### config.mk
export PLATFORM = sky130hd
export DESIGN_NAME = ir_packet_scheduler
export DESIGN_NICKNAME = d
export VERILOG_FILES = /design/src/rtl/ir_packet_scheduler.sv
export SDC_FILE = /design/constraint.sdc
export NUM_CORES = 1
export LEC_CHECK = 0
export BUFFER_PORTS_ARGS = -buffer_cell sky130_fd_sc_hd__buf_2
export CORE_AREA = 10 10 76 78
export CTS_BUF_LIST = sky130_fd_sc_hd__clkbuf_4
export DETAILED_ROUTE_END_ITERATION = 10
export DIE_AREA = 0 0 86 88
export PLACE_DENSITY_LB_ADDON = 0.15
export SETUP_SLACK_MARGIN = 0.05
export SLEW_MARGIN = 20
export SYNTH_ARGS = -nofsm -noshare
export SYNTH_HDL_FRONTEND = slang
export SYNTH_SLANG_ARGS = --single-unit
### constraint.sdc
create_clock -name CLK -period 2.4 [get_ports CLK]
set_clock_uncertainty 0.15 [all_clocks]
set_input_delay 0.48 -clock CLK [delete_from_list [all_inputs] [get_ports CLK]]
set_output_delay 0.48 -clock CLK [all_outputs]
set_load 0.05 [all_outputs]
### src/rtl/ir_packet_scheduler.sv
// IR packet scheduler: packet-rate tick, round-robin source arbitration and START/BUSY handshake.
// Optional macro IR_KEEPALIVE_EN: ticks with no valid source send a zero-command keepalive packet.
module ir_packet_scheduler #(
  parameter int unsigned NUM_SRC       = 2,
  parameter int unsigned CMD_W         = 4,
  parameter int unsigned PERIOD_CYCLES = 10_000_000,
  parameter int unsigned ACK_TIMEOUT   = 1024
) (
  input  logic                     CLK,
  input  logic                     RESET,
  input  logic                     ENABLE,
  input  logic [NUM_SRC-1:0]       SRC_VALID,
  input  logic [NUM_SRC*CMD_W-1:0] SRC_CMD,
  input  logic                     TX_BUSY,
  output logic                     TX_START,
  output logic [CMD_W-1:0]         TX_CMD,
  output logic [NUM_SRC-1:0]       GRANT,
  output logic                     OVERRUN,
  output logic                     TIMEOUT_ERR
);

  localparam int unsigned CNT_W = $clog2(PERIOD_CYCLES);
  localparam int unsigned TMR_W = $clog2(ACK_TIMEOUT);
  localparam int unsigned PTR_W = $clog2(NUM_SRC);

  localparam logic [1:0] IDLE  = 2'd0;
  localparam logic [1:0] START = 2'd1;
  localparam logic [1:0] WAIT  = 2'd2;

  logic [1:0]         state, state_d;
  logic [CNT_W-1:0]   cnt, cnt_d;
  logic [TMR_W-1:0]   tmr, tmr_d;
  logic [PTR_W-1:0]   ptr, ptr_d;
  logic               tx_start_d, overrun_d, timeout_d;
  logic [CMD_W-1:0]   tx_cmd_d;
  logic [NUM_SRC-1:0] grant_d;
  logic               tick_c;

  logic               pick_valid;
  logic [PTR_W-1:0]   pick_idx;
  logic [CMD_W-1:0]   pick_cmd;
  logic [NUM_SRC-1:0] pick_grant;
  int unsigned        cand;

  assign tick_c = (cnt == CNT_W'(PERIOD_CYCLES - 1));

  // Round-robin search: first valid source starting one past the last grant.
  always_comb begin
    pick_valid = 1'b0;
    pick_idx   = ptr;
    pick_cmd   = '0;
    pick_grant = '0;
    cand       = 0;
    for (int unsigned k = 1; k <= NUM_SRC; k++) begin
      cand = (32'(ptr) + k) % NUM_SRC;
      if (!pick_valid && SRC_VALID[PTR_W'(cand)]) begin
        pick_valid = 1'b1;
        pick_idx   = PTR_W'(cand);
        pick_cmd   = CMD_W'(SRC_CMD >> (cand * CMD_W));
        pick_grant = NUM_SRC'(32'd1 << cand);
      end
    end
  end

  // Next-state and next-output logic.
  always_comb begin
    state_d    = state;
    cnt_d      = tick_c ? '0 : cnt + CNT_W'(1);
    tmr_d      = tmr;
    ptr_d      = ptr;
    tx_start_d = TX_START;
    tx_cmd_d   = TX_CMD;
    grant_d    = GRANT;
    overrun_d  = OVERRUN;
    timeout_d  = TIMEOUT_ERR;

    if (!ENABLE) begin
      state_d    = IDLE;
      cnt_d      = '0;
      tmr_d      = '0;
      tx_start_d = 1'b0;
      grant_d    = '0;
      overrun_d  = 1'b0;
      timeout_d  = 1'b0;
    end else begin
      // A tick outside IDLE is a skipped slot, even if the packet ends this cycle.
      if (tick_c && (state != IDLE)) begin
        overrun_d = 1'b1;
      end
      case (state)
        IDLE: begin
          if (tick_c) begin
            if (pick_valid) begin
              state_d    = START;
              tmr_d      = '0;
              ptr_d      = pick_idx;
              tx_start_d = 1'b1;
              tx_cmd_d   = pick_cmd;
              grant_d    = pick_grant;
            end
`ifdef IR_KEEPALIVE_EN
            else begin
              state_d    = START;
              tmr_d      = '0;
              tx_start_d = 1'b1;
              tx_cmd_d   = '0;
              grant_d    = '0;
            end
`endif
          end
        end
        START: begin
          if (TX_BUSY) begin
            state_d    = WAIT;
            tx_start_d = 1'b0;
          end else if (tmr == TMR_W'(ACK_TIMEOUT - 1)) begin
            state_d    = IDLE;
            tx_start_d = 1'b0;
            grant_d    = '0;
            timeout_d  = 1'b1;
          end else begin
            tmr_d = tmr + TMR_W'(1);
          end
        end
        WAIT: begin
          if (!TX_BUSY) begin
            state_d = IDLE;
            grant_d = '0;
          end
        end
        default: begin
          state_d    = IDLE;
          tx_start_d = 1'b0;
          grant_d    = '0;
        end
      endcase
    end
  end

  always_ff @(posedge CLK or negedge RESET) begin
    if (!RESET) begin
      state       <= IDLE;
      cnt         <= '0;
      tmr         <= '0;
      ptr         <= PTR_W'(NUM_SRC - 1);
      TX_START    <= 1'b0;
      TX_CMD      <= '0;
      GRANT       <= '0;
      OVERRUN     <= 1'b0;
      TIMEOUT_ERR <= 1'b0;
    end else begin
      state       <= state_d;
      cnt         <= cnt_d;
      tmr         <= tmr_d;
      ptr         <= ptr_d;
      TX_START    <= tx_start_d;
      TX_CMD      <= tx_cmd_d;
      GRANT       <= grant_d;
      OVERRUN     <= overrun_d;
      TIMEOUT_ERR <= timeout_d;
    end
  end

endmodule

# [After elaboration in Yosys (flattened, before gate mapping)]
# Index checks and enable logic that the tools add are counted.
[word_totals] reg_bits=46 inputBits=14 out_inout_bits=9 word_cells=93
[op_classes] n_addsub=4 order_cmp=2 n_eq_ne=17 shift=4 muxes=44 n_reduce_logical=13
[ops] cell="2-to-1 mux 10 bit" count=5
[ops] cell="2-to-1 mux 24 bit" count=2
[ops] cell="adder 24 x 1 -> 24 bit (second input constant)" count=1
[ops] cell="equality test 24 bit (second input constant)" count=1
[ops] cell="2-to-1 mux 2 bit" count=12
[ops] cell="case mux 10 bit (2 select lines)" count=1
[ops] cell="2-to-1 mux 1 bit" count=19
[ops] cell="inequality test 3 bit (second input constant)" count=6
[ops] cell=">> shifter 8 x 3 -> 4 bit" count=2
[ops] cell="AND reduction 5 bit" count=3
[ops] cell="case mux 2 bit (3 select lines)" count=2
[ops] cell="AND reduction 4 bit" count=3
[ops] cell="adder 10 x 1 -> 10 bit (second input constant)" count=1
[ops] cell="equality test 10 bit (second input constant)" count=1
[ops] cell="2-to-1 mux 4 bit" count=2
[ops] cell="inequality test 2 x 1 -> 1 bit (second input constant)" count=3
[ops] cell="< comparator 1 x 2 -> 1 bit (second input constant)" count=2
[ops] cell="inequality test 2 bit (second input constant)" count=2
[ops] cell="inequality test 4 bit (second input constant)" count=1
[ops] cell="nonzero test 2 bit" count=2
[ops] cell="<< shifter 1 x 1 -> 2 bit (first input constant)" count=2
[ops] cell="inequality test 3 x 1 -> 1 bit (second input constant)" count=1
[ops] cell="case mux 1 bit (3 select lines)" count=1
[ops] cell="AND reduction 3 bit" count=1
[ops] cell="6 further kinds" count=8

# [Longest topological paths before layout]
# Gate-level depths: netlist of the first run.
[depth] depth_word=11 mapped_depth=7 mapped_depth_nobuf=6

# [Worst setup path before layout of the first run]
# OpenSTA, ideal clock, no wires.
[synth_path] path_kind="flip-flop to flip-flop" startpoint="register cnt[8]" endpoint="register TX_CMD[0]" setup_time_ns=0.125 t_arrival_ns=1.906 t_required_ns=2.125 path_slack_ns=0.219 path_stages_with_launch=7 path_buffers=1 period_less_slack_ns=2.181 cell_sequence="dfrtp_1 > or4b_4 > nor3_4 > o211ai_2 > or2_1 > buf_6 > mux2_4"
[synth_between] elab_chain_cells=2
[synth_rtl] element="start, declared" line="31" source="logic [CNT_W-1:0] cnt, cnt_d;"
[synth_rtl] element="start signal, assigned" line="153" source="cnt <= cnt_d;"
[synth_rtl] element="equality test 24 bit" line="45" source="assign tick_c = (cnt == CNT_W'(PERIOD_CYCLES - 1));"
[synth_rtl] element="AND reduction 4 bit (no source line)"
[synth_rtl] element="end signal, assigned" line="157" source="TX_CMD <= tx_cmd_d;"
[synth_rtl] element="end, declared" line="16" source="output logic [CMD_W-1:0] TX_CMD,"
# No other way between the ends.
# A chain may end at the register's enable or synchronous reset.

# [Worst setup path in the final report of the first run]
[layout_path] startpoint="register cnt[17]" endpoint="register tmr[1]"
[layout_between] elab_chain_cells=3
[layout_rtl] element="equality test 24 bit" line="45"
[layout_rtl] element="inequality test 3 bit (no source line)"
[layout_rtl] element="AND reduction 5 bit (no source line)"
[layout_rtl] element="end signal, assigned" line="154" source="tmr <= tmr_d;"
[layout_rtl] element="end, declared" line="32" source="logic [TMR_W-1:0] tmr, tmr_d;"
# No other way between the ends.

==> results of run 1 <==
[cell usage in the layout (no fill, tap or decap), types with 3 or more instances in the layout]
| master | instances |
|---|---|
| sky130_fd_sc_hd__o21ai_1 | 3 |
| sky130_fd_sc_hd__nor2_1 | 36 |
| sky130_fd_sc_hd__and2_1 | 3 |
| sky130_fd_sc_hd__nand2_1 | 17 |
| sky130_fd_sc_hd__nand3b_1 | 3 |
| sky130_fd_sc_hd__xor2_1 | 13 |
| sky130_fd_sc_hd__mux2_4 | 4 |
| sky130_fd_sc_hd__buf_2 | 22 |
| sky130_fd_sc_hd__nor3b_1 | 3 |
| sky130_fd_sc_hd__dfrtp_1 | 45 |
| sky130_fd_sc_hd__xnor2_1 | 10 |
| sky130_fd_sc_hd__a22o_1 | 4 |
| sky130_fd_sc_hd__o31ai_1 | 5 |
| sky130_fd_sc_hd__and4_1 | 7 |
| sky130_fd_sc_hd__clkinv_1 | 3 |
| sky130_fd_sc_hd__buf_4 | 3 |
| sky130_fd_sc_hd__nand4_1 | 7 |
| sky130_fd_sc_hd__and3_1 | 11 |
| sky130_fd_sc_hd__clkbuf_4 | 5 |
| sky130_fd_sc_hd__nand3_1 | 12 |
| sky130_fd_sc_hd__o311ai_1 | 6 |
[worst max-delay path, cell delays in order, from the launching register on]
cell	delay (ns)
sky130_fd_sc_hd__dfrtp_1	0.43
sky130_fd_sc_hd__or4b_4	0.59
sky130_fd_sc_hd__nor4_4	0.30
sky130_fd_sc_hd__a21boi_2	0.18
sky130_fd_sc_hd__or2_1	0.27
sky130_fd_sc_hd__a32o_1	0.26
[worst paths after layout]
kind	start	end	slack [ns]	depth (start not counted)
worst max-delay path	cnt[17]$_DFF_PN0_	tmr[1]$_DFFE_PN0P_	0.14	5
worst min-delay path	SRC_VALID[1]	ptr$_DFFE_PN1P_	0.19	3
worst max register to register	cnt[17]$_DFF_PN0_	tmr[1]$_DFFE_PN0P_	0.14	5
worst min register to register	cnt[0]$_DFF_PN0_	cnt[0]$_DFF_PN0_	0.34	1
max in group asynchronous	RESET	ptr$_DFFE_PN1P_	1.07	3
min in group asynchronous	RESET	TX_CMD[2]$_DFFE_PN0P_	0.45	2
[cells in the mapped netlist (all sizes together), types with 3 or more instances]
cell,n
mux2,4
nor4,3
o21ai,5
and2,3
nor3,4
xor2,13
clkbuf,5
a21boi,3
o311ai,6
nand3b,3
or4b,3
or2,4
buf,3
dfrtp,45
nor2,36
xnor2,10
and4,9
nor3b,3
nand3,13
nand2,17
nand4,7
a22o,4
o31ai,5
and3,11
[power by group]
part | switching, mW | internal (mW)
Clock | 0.242 | 0.105
Sequential | 0.00412 | 0.779
Combinational | 0.0421 | 0.0278
Total | 0.288 | 0.912
[flip-flops by register name, summed over array words and instances, names as in the netlist]
signal,flops
TIMEOUT_ERR,1
cnt,24
tmr,10
TX_CMD,4
TX_START,1
GRANT,2
state,2
ptr,1
OVERRUN,1
[stage by stage]
stage	util [%]	instance area, sq um	hold slack, ns
after floorplan	-	2440	0.0344
after global placement	61.5	2640	0.306
after detailed placement	61.5	2640	0.315
after CTS	62.8	2700	0.192
after global routing	63.3	2720	0.210
final	63.3	2720	0.194
[area by class of cell]
type	count	area share (%)
clock buffers	5	1.38
multi-input cells	185	46.4
well taps	52	2.39
repair buffers	28	6.72
inverters	2	0.276
flip-flops and latches	46	42.4
clock inverters	3	0.414
[what timing repair did]
item,in CTS,in global routing
endpoints found under the hold margin,21,0
setup endpoints to repair,0,7
resized for setup,0,4
hold buffers,1,0
[kinds of logic after synthesis]
| logic type | count (synthesis) | synth area share (%) |
|---|---|---|
| AOI/OAI and AO/OA | 36 | 11.5 |
| xor gates and xnor gates | 23 | 8.25 |
| adders and majority gates | 2 | 1.02 |
| buffers and inverters | 10 | 1.95 |
| DFF | 46 | 47.2 |
| muxes | 4 | 2.46 |
| and+or+nand+nor | 120 | 27.6 |
[per-layer routing]
metal	vias up	part of all wire [%]	track usage (%)
met3	6	5.0	4.18
met5	-	0	0
met1	916	48	19.0
met2	31	46	20.9
met4	0	1.1	4.04
li1	928	-	-
==> out/results.txt, run 1 <==
Clock-pin slew was measured on the worst setup and hold paths at 0.14 ns. The critical path in this run is classified as reg -> reg. For this run, the leading register cell type out of synthesis is sky130_fd_sc_hd__dfrtp_1.

Setup slack closes at 0.137 ns. The tools report the number of global-route vias before repair as 1800. The run finished with clean final reports. The count of nets left with antenna violations after detail routing was 0. Of all cell types, the one taking the most synthesized area is sky130_fd_sc_hd__dfrtp_1. The tools report the final-stage net count as 284. The global route total overflow is 0.

The effective utilization at floorplan was 56.8%. STA classifies the critical path startpoint as a flip-flop. Counting flops and latches in the post-synthesis netlist gives 46. In this run the static leakage power is 1.31 nW. 23 I/O pins were placed. The core outline area is 4290 sq um. The Yosys step of the flow raised 0 warnings. Count of max-cap constraint violations: 0. For the maximum level of the CTS H-tree, the log shows 2.

The filler cell count in the final layout was 374; the maximum count of clock buffers along a single path was 2. Dividing the detail-routed via count by the number of cells gives 5.86. The initialized floorplan defines 24 standard-cell rows.

The first routing iteration left 116 violations. Setup violations remaining at the end of the flow were counted as 0. The min-delay analysis places its worst path in the category in -> reg.

The final weighted congestion of routability-driven global placement was 0.850; the routed wirelength normalized by instance count was 15.9 um. Excluding fillers, the count of instances in the completed layout stands at 321. The initial antenna violation count was 0; the power per cell area was 441 nW/um^2. TritonCTS built the clock tree. In the final timing run, aggregate negative setup slack is 0 ns. The repair_antennas step left the layout with diodes totalling 0. The tools report the type of element capturing the critical path as a flip-flop. Along the worst path, the maximum fanout reaches 9. The count of buffers added on input and output ports is 22. By area the synthesized netlist is led by sky130_fd_sc_hd__dfrtp_1 (46%), sky130_fd_sc_hd__nor2_1 (5.5%), sky130_fd_sc_hd__xor2_1 (4.7%).

Data required time of the worst path: 2.51 ns. For the worst setup path, the data arrival time is 2.38 ns. Top-area cell type share of the netlist area: 46.1%. The total count of hold-check failures in the final report was 0; the proportion of layout cells with a drive suffix above 1 was 18.2%. The run gives 5.10 mm as the wire length after detailed routing. Yosys mapped a number of flops with a built-in enable equal to 0. Measured against its own limit, the worst slew margin works out to 58.7%. Detailed routing inserted a total of 1881 vias.

The count of cell types in the netlist came out at 51. Clock tree synthesis selected as its root buffer the cell sky130_fd_sc_hd__clkbuf_4. Post-route total power: 1.20 mW. Summed over all nets, the half-perimeter wirelength after detailed placement is 3.64 mm. The run gives 442 MHz as the maximum clock rate. The synthesis-to-finish area growth came out at 11.3%. The tools report the clock sink count as 46. The final critical-path required period works out to 2.26 ns. The total setup buffers inserted after CTS was 0; the die area was 7570 sq um.

The multi-input combinational cells in the finished layout cover a total of 1260 sq um. Before antenna repair, the detailed router went through 4 iterations. Counting every instance in the synthesized netlist gives 241.

The slew of the pin with the lowest slew margin was 0.614 ns; the CTS buffer count was 5. The largest net degree at the start of global routing is 26. The tools report the part of the Yosys area used for sequential elements as 47.2%.

The maximum ir drop on the vdd rail was 0.000225 V. For the worst-skew pair, the clock arrives at the later sink with an insertion delay of 0.37 ns. After synthesis the cells add up to 2440 sq um. The first global-routing pass estimated 8.64 mm of wire. The sequential cells in the finished layout cover a total of 1150 sq um.

In the routed design, unresolved DRC markers number 0. Worst-case setup slack after placement: 0.120 ns. The die is 86 um wide. After synthesis, the share of flip-flops with an asynchronous set or reset is 100%.

The tools report the total track usage as 13.9%. Counting tap cells, the placed design contains a total of 312 instances. The die is 88 um tall. When the netlist entered floorplanning its net count stood at 257. The run gives 0 as the final number of max-transition violations. The average size of a mapped cell is 10.1 sq um.

Setup repair after global routing left no endpoint under its margin. The final worst-path cycle share is 94.3%.
No activity file was read; power rests on OpenSTA's default activity.
==> inputs of run 2 (changes only) <==
Settings changed: CORE_AREA 10 10 76 78 to 2 2 68 70, DIE_AREA 0 0 86 88 to 0 0 70 72.
==> run 2 against run 1 <==
  * Die area shrank 33%
  * Global-route usage is 6.6 points higher
  * Total power grew 1.3%
  * Utilization barely moved
  * Combinational power shrank 6.3%
  * Worst hold slack improved by 0.033 ns
  * Maximum frequency down 1.3%
  * Design area fell by 0.64%
  * Critical path depth unchanged
  * First-iteration DRC count decreased by 19%
  * Sequential power hardly changed
  * Clock power is 5.8% higher
==> out/results.txt, run 2 (synthesis results as in run 1) <==
The run finished with clean final reports. The tree is rooted in a sky130_fd_sc_hd__clkbuf_4. The number of clock buffers added by TritonCTS is 5. The proportion of layout cells with a drive suffix above 1 is 19.2%. The library cells used most frequently in the layout, excluding fill and tap cells, are sky130_fd_sc_hd__dfrtp_1 (45), sky130_fd_sc_hd__nor2_1 (36), sky130_fd_sc_hd__buf_2 (22).

The register with the most flip-flops in the layout has 24 of them. The logs give 94 for the initial DRC count and 2 for the maximum count of clock buffers along a single path. Global routing used 20.6% of the available tracks across all layers.

For the met2 track demand over resource, the log shows 34.2%. The number of failing setup endpoints in the final timing report was 0. The count of nets left with antenna violations after detail routing was 0; the slew of the pin with the lowest slew margin was 0.665 ns. Number of global-route vias before repair: 1832.

The run gives 32 as the largest net degree at the start of global routing. Counting buffers and inverters, the worst setup path is 5 cells deep. Max-cap violations in this run came to 0. Leaving out fill and tap cells, the most frequent cell in the layout is sky130_fd_sc_hd__dfrtp_1. STA classifies the critical path startpoint as a flip-flop. Register name with the most flops: cnt. The tools report the die area as 5040 sq um.

Headroom to the max-slew limit came out at 55.7%. For met3 alone, demand over resource in global routing was 4.58%. At the later pin of the worst-skew pair, clock insertion delay measures 0.36 ns. The final number of max-transition violations is 0. The run gives 46 as the clock sink count. The maximum level of the CTS H-tree was 2. Derived from the worst setup path, the maximum achievable clock frequency is 436 MHz. Setup repair after global routing could not meet its margin everywhere.

The tools report the filler-free cell count of the finished design as 323. Power per cell area: 450 nW/um^2. The worst stage delay on the critical path came out at 0.58 ns. Using the TritonRoute via totals, the vias-per-cell ratio works out to 5.79. In this run the worst path has a maximum fanout of 9. In the final routed layout, each cell accounts on average for 14.7 um. The routing usage on met1 is 27.0%, and the initial antenna violation count is 0.

The first global-routing pass estimated 8.31 mm of wire. Final critical-path required period: 2.29 ns. The end point of the critical path was tmr[1]$_DFFE_PN0P_. Data on the critical path is required at its endpoint by 2.51 ns.

Summed over all cells, the static leakage comes to 1.30 nW. The type of the most critical hold path was in -> reg. The synthesis-to-finish area growth was 10.6%; the total number of vias was 1871. The largest delay contributor family on the critical path was simple AND/OR/NAND/NOR gates. The worst register-to-register path has a depth of 5. The run gives 2.40 ns as the endpoint arrival time on the critical path. After the last flow step, the layout net total stands at 286. The tools report the I/O pin count as 23. For the half-perimeter wire length of the detailed placement result, the log shows 3.48 mm.

For the post-route total power, the log shows 1.21 mW. Once the floorplan was initialized, standard cells occupied 57.2% of the core. The maximum ir drop on the vdd rail was 0.000314 V. In this run the critical register-to-register path is captured at tmr[1]$_DFFE_PN0P_. The clock input transition at the sequential cells of the worst setup and hold paths came out at 0.13 ns.

The antenna cell count is 0, and the iteration count of the initial detailed-routing pass is 4. Adding up every negative setup slack in the final design gives 0 ns. The tools report the wire length after detailed routing as 4.75 mm. The worst setup path is captured at a flip-flop.

The largest registers in the layout are cnt (24), tmr (10), TX_CMD (4). The die extent in x is 70 um. Tracing the worst setup path back leads to its startpoint at cnt[17]$_DFF_PN0_. The critical path goes through or4b_4 > nor4_2 > a21boi_2 > or2_1 > a32o_1. TritonCTS built the clock tree. The setup path with the least slack is of type reg -> reg.

The logs give 0 for the total count of hold-check failures in the final report and 314 for the number of placed cells counting well taps. After layout, the worst path uses 95.5% of the clock period. The cell with the largest stage delay on the worst path is sky130_fd_sc_hd__or4b_4. Counting both buffers and inverters, the worst setup path holds a total of 0.

The number of buffers inserted by port buffering came out at 22. In this run the vertical extent of the chip is 72 um. The flop-to-flop setup slack came out at 0.11 ns.

The run gives 24 as the number of core rows. Worst reg2reg path startpoint: cnt[17]$_DFF_PN0_. The layer flagged by global routing as most heavily used is met2. Summed over all layers, the global routing overflow is 0.

The core outline area was 4260 sq um; the DRC violations left was 0. Final weighted congestion of routability-driven global placement: 0.803.
run 2: through the flow:
| stage | instance area, sq um | worst slack, ns | hold WS (ns) | util, % |
|---|---|---|---|---|
| 2_1_floorplan | 2440 | 0.219 | 0.0344 | - |
| 3_3_place_gp | 2630 | 0.169 | 0.307 | 61.6 |
| 3_5_place_dp | 2630 | 0.133 | 0.319 | 61.6 |
| 4_1_cts | 2690 | 0.0932 | 0.210 | 63.1 |
| 5_1_grt | 2700 | 0.0280 | 0.233 | 63.3 |
| 6_report | 2700 | 0.107 | 0.227 | 63.3 |
run 2: worst min path at each step:
stage	start	endpoint	cells after the start
after CTS	SRC_VALID[1]	ptr$_DFFE_PN1P_	3
after detailed placement	GRANT[0]$_DFFE_PN0P_	GRANT[0]$_DFFE_PN0P_	1
final	SRC_VALID[1]	ptr$_DFFE_PN1P_	3
after global placement	GRANT[1]$_DFFE_PN0P_	GRANT[1]$_DFFE_PN0P_	1
after floorplan	RESET	GRANT[0]$_DFFE_PN0P_	0
after global routing	SRC_VALID[1]	ptr$_DFFE_PN1P_	3
run 2: cell type report:
class | count | area, sq um
Clock buffer | 6 | 45.0
Timing Repair Buffer | 30 | 173
Inverter | 2 | 7.51
Clock inverter | 2 | 8.76
Sequential cell | 46 | 1150
Multi-Input combinational cell | 185 | 1250
Fill cell | 363 | 1560
Tap cell | 52 | 65.1
run 2: tightest hold or removal path: cells and delay by family:
kind	cells	cell delay [ns]
buf+inv	1	0.13
simple gates	1	0.07
compound gates	1	0.06
run 2: repair_timing:
action                                  in CTS  in global routing
hold buffers                                 1                  0
hold endpoints to repair                     7                  0
buffers inserted                             0                  0
endpoints found under the setup margin       0                  9
gates resized for setup                      0                  2
run 2: power breakdown:
| group | switching (mW) | internal (mW) | leakage (nW) |
|---|---|---|---|
| combinational | 0.0400 | 0.0255 | 0.635 |
| clock | 0.244 | 0.122 | 0.0331 |
| sequential | 0.00432 | 0.779 | 0.637 |
| total | 0.288 | 0.926 | 1.30 |
run 2: metal layers:
metal,vias to the layer above,part of all wire [%]
li1,931,-
met1,893,47
met2,39,48
met3,8,3.3
met4,0,1.5
met5,-,0
